--- config.mk ---
export PLATFORM = sky130hd
export DESIGN_NAME = ixu_wb_arbiter_flat
export DESIGN_NICKNAME = d
export VERILOG_FILES = /design/src/rtl/ixu_wb_arbiter_if.sv /design/src/rtl/ixu_wb_arbiter.sv /design/src/flat_wrapper.sv
export SDC_FILE = /design/constraint.sdc
export NUM_CORES = 1
export LEC_CHECK = 0
export CAP_MARGIN = 25
export CELL_PAD_IN_SITES_DETAIL_PLACEMENT = 1
export CELL_PAD_IN_SITES_GLOBAL_PLACEMENT = 1
export CORE_AREA = 2 2 186 188
export CTS_CLUSTER_SIZE = 16
export DETAILED_ROUTE_END_ITERATION = 7
export DIE_AREA = 0 0 188 190
export GPL_ROUTABILITY_DRIVEN = 0
export GPL_TIMING_DRIVEN = 0
export PLACE_DENSITY_LB_ADDON = 0.1
export RECOVER_POWER = 50
export SYNTH_ARGS = -nofsm -noshare
export SYNTH_HDL_FRONTEND = slang
export SYNTH_SLANG_ARGS = --single-unit
--- constraint.sdc ---
create_clock -name clk -period 5.76 [get_ports clk]
set_input_delay 1.152 -clock clk [delete_from_list [all_inputs] [get_ports clk]]
set_output_delay 1.152 -clock clk [all_outputs]
set_load 0.03 [all_outputs]
--- src/rtl/ixu_wb_arbiter_if.sv ---
// Writeback-lane, register-file write port and pending-write lookup bundle
// for ixu_wb_arbiter.
interface ixu_wb_arbiter_if #(
   parameter int unsigned N_LANES = 2
);
   logic [N_LANES-1:0]    lane_wr_en;
   logic [5*N_LANES-1:0]  lane_rd;
   logic [32*N_LANES-1:0] lane_data;
   logic                  stall;
   logic                  rf_wr_en;
   logic [4:0]            rf_rd;
   logic [31:0]           rf_data;
   logic [4:0]            query_rs;
   logic                  query_hit;
   logic [31:0]           query_data;

   modport master (
      output lane_wr_en, lane_rd, lane_data, query_rs,
      input  stall, rf_wr_en, rf_rd, rf_data, query_hit, query_data
   );

   modport slave (
      input  lane_wr_en, lane_rd, lane_data, query_rs,
      output stall, rf_wr_en, rf_rd, rf_data, query_hit, query_data
   );
endinterface

--- src/rtl/ixu_wb_arbiter.sv ---
// Shares one register-file write port among N_LANES writeback lanes through an
// in-order FIFO drained one write per cycle, with a pending-write lookup.
module ixu_wb_arbiter #(
   parameter int unsigned N_LANES = 2,
   parameter int unsigned DEPTH   = 4
) (
   input logic            clk,
   input logic            rst,
   ixu_wb_arbiter_if.slave bus
);
   localparam int unsigned   PW       = (DEPTH > 1) ? $clog2(DEPTH) : 1;
   localparam int unsigned   CW       = $clog2(DEPTH + 1);
   localparam logic [CW-1:0] STALL_TH = CW'(DEPTH - N_LANES);
   localparam logic [PW-1:0] LAST     = PW'(DEPTH - 1);

   logic [4:0]    r_rd   [DEPTH];
   logic [31:0]   r_data [DEPTH];
   logic [PW-1:0] r_head;
   logic [PW-1:0] r_tail;
   logic [CW-1:0] r_count;
   logic          r_rf_wr_en;
   logic [4:0]    r_rf_rd;
   logic [31:0]   r_rf_data;

   logic             w_stall;
   logic             w_deq;
   logic [CW-1:0]    w_n_enq;
   logic [PW-1:0]    w_tail_next;
   logic [DEPTH-1:0] w_slot_we;
   logic [4:0]       w_slot_rd   [DEPTH];
   logic [31:0]      w_slot_data [DEPTH];
   logic [PW-1:0]    w_scan;
   logic             w_hit;
   logic [31:0]      w_qdata;

   // Pointer increment with explicit wrap so DEPTH need not be a power of two.
   function automatic logic [PW-1:0] f_inc(input logic [PW-1:0] p);
      return (p == LAST) ? '0 : p + PW'(1);
   endfunction

   assign w_stall = (r_count > STALL_TH);
   assign w_deq   = (r_count != '0);

   // Accepted lanes pack into consecutive tail slots, lane 0 oldest; x0 writes are dropped.
   always_comb begin
      w_slot_we   = '0;
      w_n_enq     = '0;
      w_tail_next = r_tail;
      for (int unsigned d = 0; d < DEPTH; d++) begin
         w_slot_rd[d]   = '0;
         w_slot_data[d] = '0;
      end
      for (int unsigned i = 0; i < N_LANES; i++) begin
         if (!w_stall && bus.lane_wr_en[i] && (bus.lane_rd[5*i +: 5] != 5'd0)) begin
            w_slot_we[w_tail_next]   = 1'b1;
            w_slot_rd[w_tail_next]   = bus.lane_rd[5*i +: 5];
            w_slot_data[w_tail_next] = bus.lane_data[32*i +: 32];
            w_n_enq                  = w_n_enq + CW'(1);
            w_tail_next              = f_inc(w_tail_next);
         end
      end
   end

   always_ff @(posedge clk) begin
      for (int unsigned d = 0; d < DEPTH; d++) begin
         if (w_slot_we[d]) begin
            r_rd[d]   <= w_slot_rd[d];
            r_data[d] <= w_slot_data[d];
         end
      end
   end

   always_ff @(posedge clk) begin
      if (rst) begin
         r_head     <= '0;
         r_tail     <= '0;
         r_count    <= '0;
         r_rf_wr_en <= 1'b0;
         r_rf_rd    <= '0;
         r_rf_data  <= '0;
      end else begin
         r_tail  <= w_tail_next;
         r_count <= r_count + w_n_enq - CW'(w_deq);
         if (w_deq) begin
            r_rf_wr_en <= 1'b1;
            r_rf_rd    <= r_rd[r_head];
            r_rf_data  <= r_data[r_head];
            r_head     <= f_inc(r_head);
         end else begin
            r_rf_wr_en <= 1'b0;
         end
      end
   end

   // Scan oldest to youngest so the youngest match overrides; rf_* is older than any FIFO entry.
   always_comb begin
      w_hit   = 1'b0;
      w_qdata = '0;
      w_scan  = r_head;
      if (bus.query_rs != 5'd0) begin
         if (r_rf_wr_en && (r_rf_rd == bus.query_rs)) begin
            w_hit   = 1'b1;
            w_qdata = r_rf_data;
         end
         for (int unsigned k = 0; k < DEPTH; k++) begin
            if ((CW'(k) < r_count) && (r_rd[w_scan] == bus.query_rs)) begin
               w_hit   = 1'b1;
               w_qdata = r_data[w_scan];
            end
            w_scan = f_inc(w_scan);
         end
      end
   end

   assign bus.stall      = w_stall;
   assign bus.rf_wr_en   = r_rf_wr_en;
   assign bus.rf_rd      = r_rf_rd;
   assign bus.rf_data    = r_rf_data;
   assign bus.query_hit  = w_hit;
   assign bus.query_data = w_qdata;
endmodule

--- src/flat_wrapper.sv ---
// flat-port wrapper written by rule: the top's interface ports become plain ports
module ixu_wb_arbiter_flat 
#(
   parameter int unsigned N_LANES = 2,
   parameter int unsigned DEPTH   = 4
)
  (clk, rst, bus_lane_wr_en, bus_lane_rd, bus_lane_data, bus_query_rs, bus_stall, bus_rf_wr_en, bus_rf_rd, bus_rf_data, bus_query_hit, bus_query_data);
  ixu_wb_arbiter_if #(.N_LANES(N_LANES)) bus_i ();
  input logic clk;
  input logic rst;
  input wire logic [$bits(bus_i.lane_wr_en)-1:0] bus_lane_wr_en;
  input wire logic [$bits(bus_i.lane_rd)-1:0] bus_lane_rd;
  input wire logic [$bits(bus_i.lane_data)-1:0] bus_lane_data;
  input wire logic [$bits(bus_i.query_rs)-1:0] bus_query_rs;
  output wire logic [$bits(bus_i.stall)-1:0] bus_stall;
  output wire logic [$bits(bus_i.rf_wr_en)-1:0] bus_rf_wr_en;
  output wire logic [$bits(bus_i.rf_rd)-1:0] bus_rf_rd;
  output wire logic [$bits(bus_i.rf_data)-1:0] bus_rf_data;
  output wire logic [$bits(bus_i.query_hit)-1:0] bus_query_hit;
  output wire logic [$bits(bus_i.query_data)-1:0] bus_query_data;
  assign bus_i.lane_wr_en = bus_lane_wr_en;
  assign bus_i.lane_rd = bus_lane_rd;
  assign bus_i.lane_data = bus_lane_data;
  assign bus_i.query_rs = bus_query_rs;
  assign bus_stall = bus_i.stall;
  assign bus_rf_wr_en = bus_i.rf_wr_en;
  assign bus_rf_rd = bus_i.rf_rd;
  assign bus_rf_data = bus_i.rf_data;
  assign bus_query_hit = bus_i.query_hit;
  assign bus_query_data = bus_i.query_data;
  ixu_wb_arbiter #(.N_LANES(N_LANES), .DEPTH(DEPTH)) u_core (.clk(clk), .rst(rst), .bus(bus_i));
endmodule
==> impl_metrics.json <==
{
  "status": "completed",
  "finClkSkew_ns": 0.0113,
  "hold_buffers": 0,
  "viasPerCell": 6.24,
  "end_kind": "output port",
  "place.port_buffers": 148,
  "critPathLaunchType": "flop",
  "ys_warn_count": 0,
  "num-nets-final": 1602,
  "fin_ws_ns": 0.0916,
  "slowest_stage": "or4_1",
  "synth.distinct_cells": 43,
  "synth_mux_area_share_pct": 16.6,
  "wl_per_cell_microns": 27.1,
  "clkSlewWorstSetupHoldPaths_ns": 0.07,
  "grt_pass1_vias": 12600,
  "critical_path.most_common_cell": "buf_2",
  "core_area_sq_mm": 0.0339,
  "synth_top_area_share_pct": 33.5,
  "areaGrowthSynthToFinish_pct": 21.6,
  "ant_nets": 0,
  "netlist_area_sq_mm": 0.0133,
  "worst_pin_slew_ns": 1.12,
  "syn_inst": 1325,
  "vias": 12300,
  "min_path_type": "reg -> reg",
  "drc_errors": 0,
  "required_ns": 4.61,
  "cts_root_buffer": "clkbuf_16",
  "row_count": 68,
  "grt_max_degree": 25,
  "cts_made_buffers": 17,
  "final-seq-area_sq_mm": 0.00539,
  "cpPeakStageDelay_ns": 0.45,
  "dieArea_sq_mm": 0.0357,
  "fill_cells": 3814,
  "finalSetupViolCount": 0,
  "post-route-period-util_pct": 98.4,
  "synth_compound_area_share_pct": 24.8,
  "post-place-cells": 1934,
  "stdcell_count": 1973,
  "start_util_pct": 39.1,
  "drt-pass1-iter-count": 6,
  "dpl.hpwl_microns": 37500,
  "clk_latency_ns": 0.47,
  "layout_common_cells": "nand2_1 (182), a22o_1 (148), edfxtp_1 (148)",
  "worst-path-max-fanout": 10,
  "grt_pass1_wl_microns": 78900,
  "synth_area_leaders": "edfxtp_1 (33%), a22o_1 (9.8%), mux4_2 (8.0%)",
  "peakVddDrop_uv": 464,
  "synth-seq-area-share_pct": 40.6,
  "synth_nets": 1422,
  "synthSimpleGateAreaFrac_pct": 10.1,
  "ys_ff_latch": 195,
  "synthAdderAreaFrac_pct": 1.38,
  "synth_edf_count": 148,
  "clock.fmax_mhz": 176,
  "synth_top_family_by_area": "compound AO/OA/AOI/OAI gates",
  "synth_ff_type": "edfxtp_1",
  "p_leak_nw": 5.89,
  "finalMaxSlewViolations": 0,
  "clkSinkCount": 195,
  "final_common_cell": "nand2_1",
  "critical_path_class": "reg -> out",
  "pre_cts_ws_ns": -0.230,
  "hold_violations": 0,
  "crit_arrival_ns": 4.52,
  "antenna_found_initial": 0,
  "synth-async-reset-ratio_pct": 0,
  "crit_family": "buffers and inverters",
  "final_util_pct": 47.5,
  "period_needed_ns": 5.67,
  "p_per_area_mw_per_mm2": 674,
  "diodes": 0,
  "avgSynthCellArea_sq_um": 10.0,
  "cts_max_path_buffers": 2,
  "maxSlewHeadroom_pct": 25.1,
  "synth_top_cell_by_area": "edfxtp_1",
  "drv_cap": 0,
  "drive_above_1_share_pct": 10.8,
  "cts_tree": "built",
  "initialDrtViolationCount": 1081,
  "drt_wl_total_microns": 53500,
  "path_buf_inv": 7,
  "die_h_microns": 190,
  "io_pins": 155,
  "synthXorXnorAreaFrac_pct": 2.11,
  "dieWidth_microns": 188,
  "overflow": 0,
  "path_cells": "ha_1, buf_2, buf_2, buf_2, o211ai_1, a31oi_1, o221ai_1, or4_1, clkbuf_1, and2_1, clkbuf_1, buf_2, a21oi_1, dlygate4sd2_1",
  "cts_htree_levels": 4,
  "multi_input_area_sq_mm": 0.00734,
  "grt.total_usage_pct": 29.7
}
-- metrics by stage --
stage / hold WS [ns] / cell area, sq um / TNS, ns / total power, W
2_1_floorplan: 0.450 / 13300 / 0 / 0.00689
3_3_place_gp: 0.458 / 15300 / -162.44 / 0.00927
3_5_place_dp: 0.467 / 15500 / -12.69 / 0.00951
4_1_cts: 0.477 / 16100 / 0 / 0.0108
5_1_grt: 0.503 / 16100 / -0.0754 / 0.0114
6_report: 0.471 / 16100 / 0 / 0.0109
-- power breakdown --
group / internal (W) / switching (W) / leakage, nW
registers: 0.00218 / 0.000422 / 1.80
logic: 0.00254 / 0.00445 / 3.78
clock network: 0.000728 / 0.000567 / 0.305
-- area by class of cell --
cell class	instances	share of cell area (%)
tap	455	3.53
inverter	14	0.326
buffer	135	3.39
multi-input combinational	980	45.5
sequential	195	33.4
timing repair buffer	162	10.1
clock inverter	13	1.14
clock buffer	19	2.68
-- worst register-to-register path, delay by kind of cell (launching register included) --
| kind | cells | cell delay [ns] |
|---|---|---|
| compound gates | 3 | 1.09 |
| buf+inv | 4 | 1.82 |
| simple gates | 3 | 1.15 |
| fa+ha+maj | 1 | 0.21 |
| flops | 1 | 0.37 |
-- worst paths after layout --
| path | from | endpoint | slack, ns | cells after the start |
|---|---|---|---|---|
| setup / recovery | u_core.r_head[0] | bus_query_data[7] | 0.09 | 14 |
| hold / removal | u_core.bus.rf_data[23] | u_core.bus.rf_data[23] | 0.47 | 2 |
| setup reg to reg | u_core.r_count[2] | u_core.r_data[2][15] | 0.81 | 11 |
| hold reg to reg | u_core.bus.rf_data[23] | u_core.bus.rf_data[23] | 0.47 | 2 |
-- flip-flops by register name, indices dropped and copies added (netlist names), named ones only --
name,cells
u_core.r_head,2
u_core.r_data,128
u_core.bus.rf_wr_en,1
u_core.bus.rf_data,32
u_core.r_rd,20
u_core.bus.rf_rd,5
u_core.r_count,3
u_core.r_tail,2
-- cells in the mapped netlist (3+ instances only) --
| cell type | number |
|---|---|
| mux2i_1 | 76 |
| a31oi_1 | 36 |
| and2_1 | 5 |
| dfxtp_1 | 47 |
| buf_2 | 16 |
| mux4_2 | 47 |
| xnor2_1 | 21 |
| edfxtp_1 | 148 |
| o21a_1 | 31 |
| inv_1 | 13 |
| nor4_1 | 3 |
| nor2_1 | 18 |
| nor2b_1 | 32 |
| xor2_1 | 11 |
| and3_1 | 33 |
| nand2_1 | 182 |
| a21oi_1 | 136 |
| o21ai_0 | 64 |
| nor3_1 | 3 |
| ha_1 | 13 |
| o31ai_1 | 32 |
| a211oi_1 | 31 |
| mux2_2 | 34 |
| nand2b_1 | 6 |
| buf_1 | 12 |
| a22o_1 | 148 |
| clkbuf_1 | 108 |
-- cells by family after synthesis --
kind of cell | after synthesis
flip-flops | 195
AND/OR/NAND/NOR | 292
adder cells (fa/ha/maj) | 14
buffers and inverters | 150
multiplexers | 157
AO/OA/AOI/OAI | 485
XOR/XNOR | 32
-- per-layer routing --
| layer | wire length (microns) | up-vias | part of all wire [%] | GRT usage (%) |
|---|---|---|---|---|
| met5 | 0 | - | 0 | 0 |
| met4 | 1740 | 0 | 3.2 | 11.6 |
| met3 | 3700 | 119 | 6.9 | 4.72 |
| met2 | 25400 | 553 | 47 | 50.0 |
| met1 | 22700 | 6206 | 42 | 38.3 |
| li1 | - | 5430 | - | - |
-- what timing repair did --
action | CTS | global route
resized for setup | 46 | 17
pin swaps | 0 | 1
setup buffers | 0 | 4
endpoints found under the setup margin | 33 | 17
Note: power is estimated with default switching activity, not from simulation.
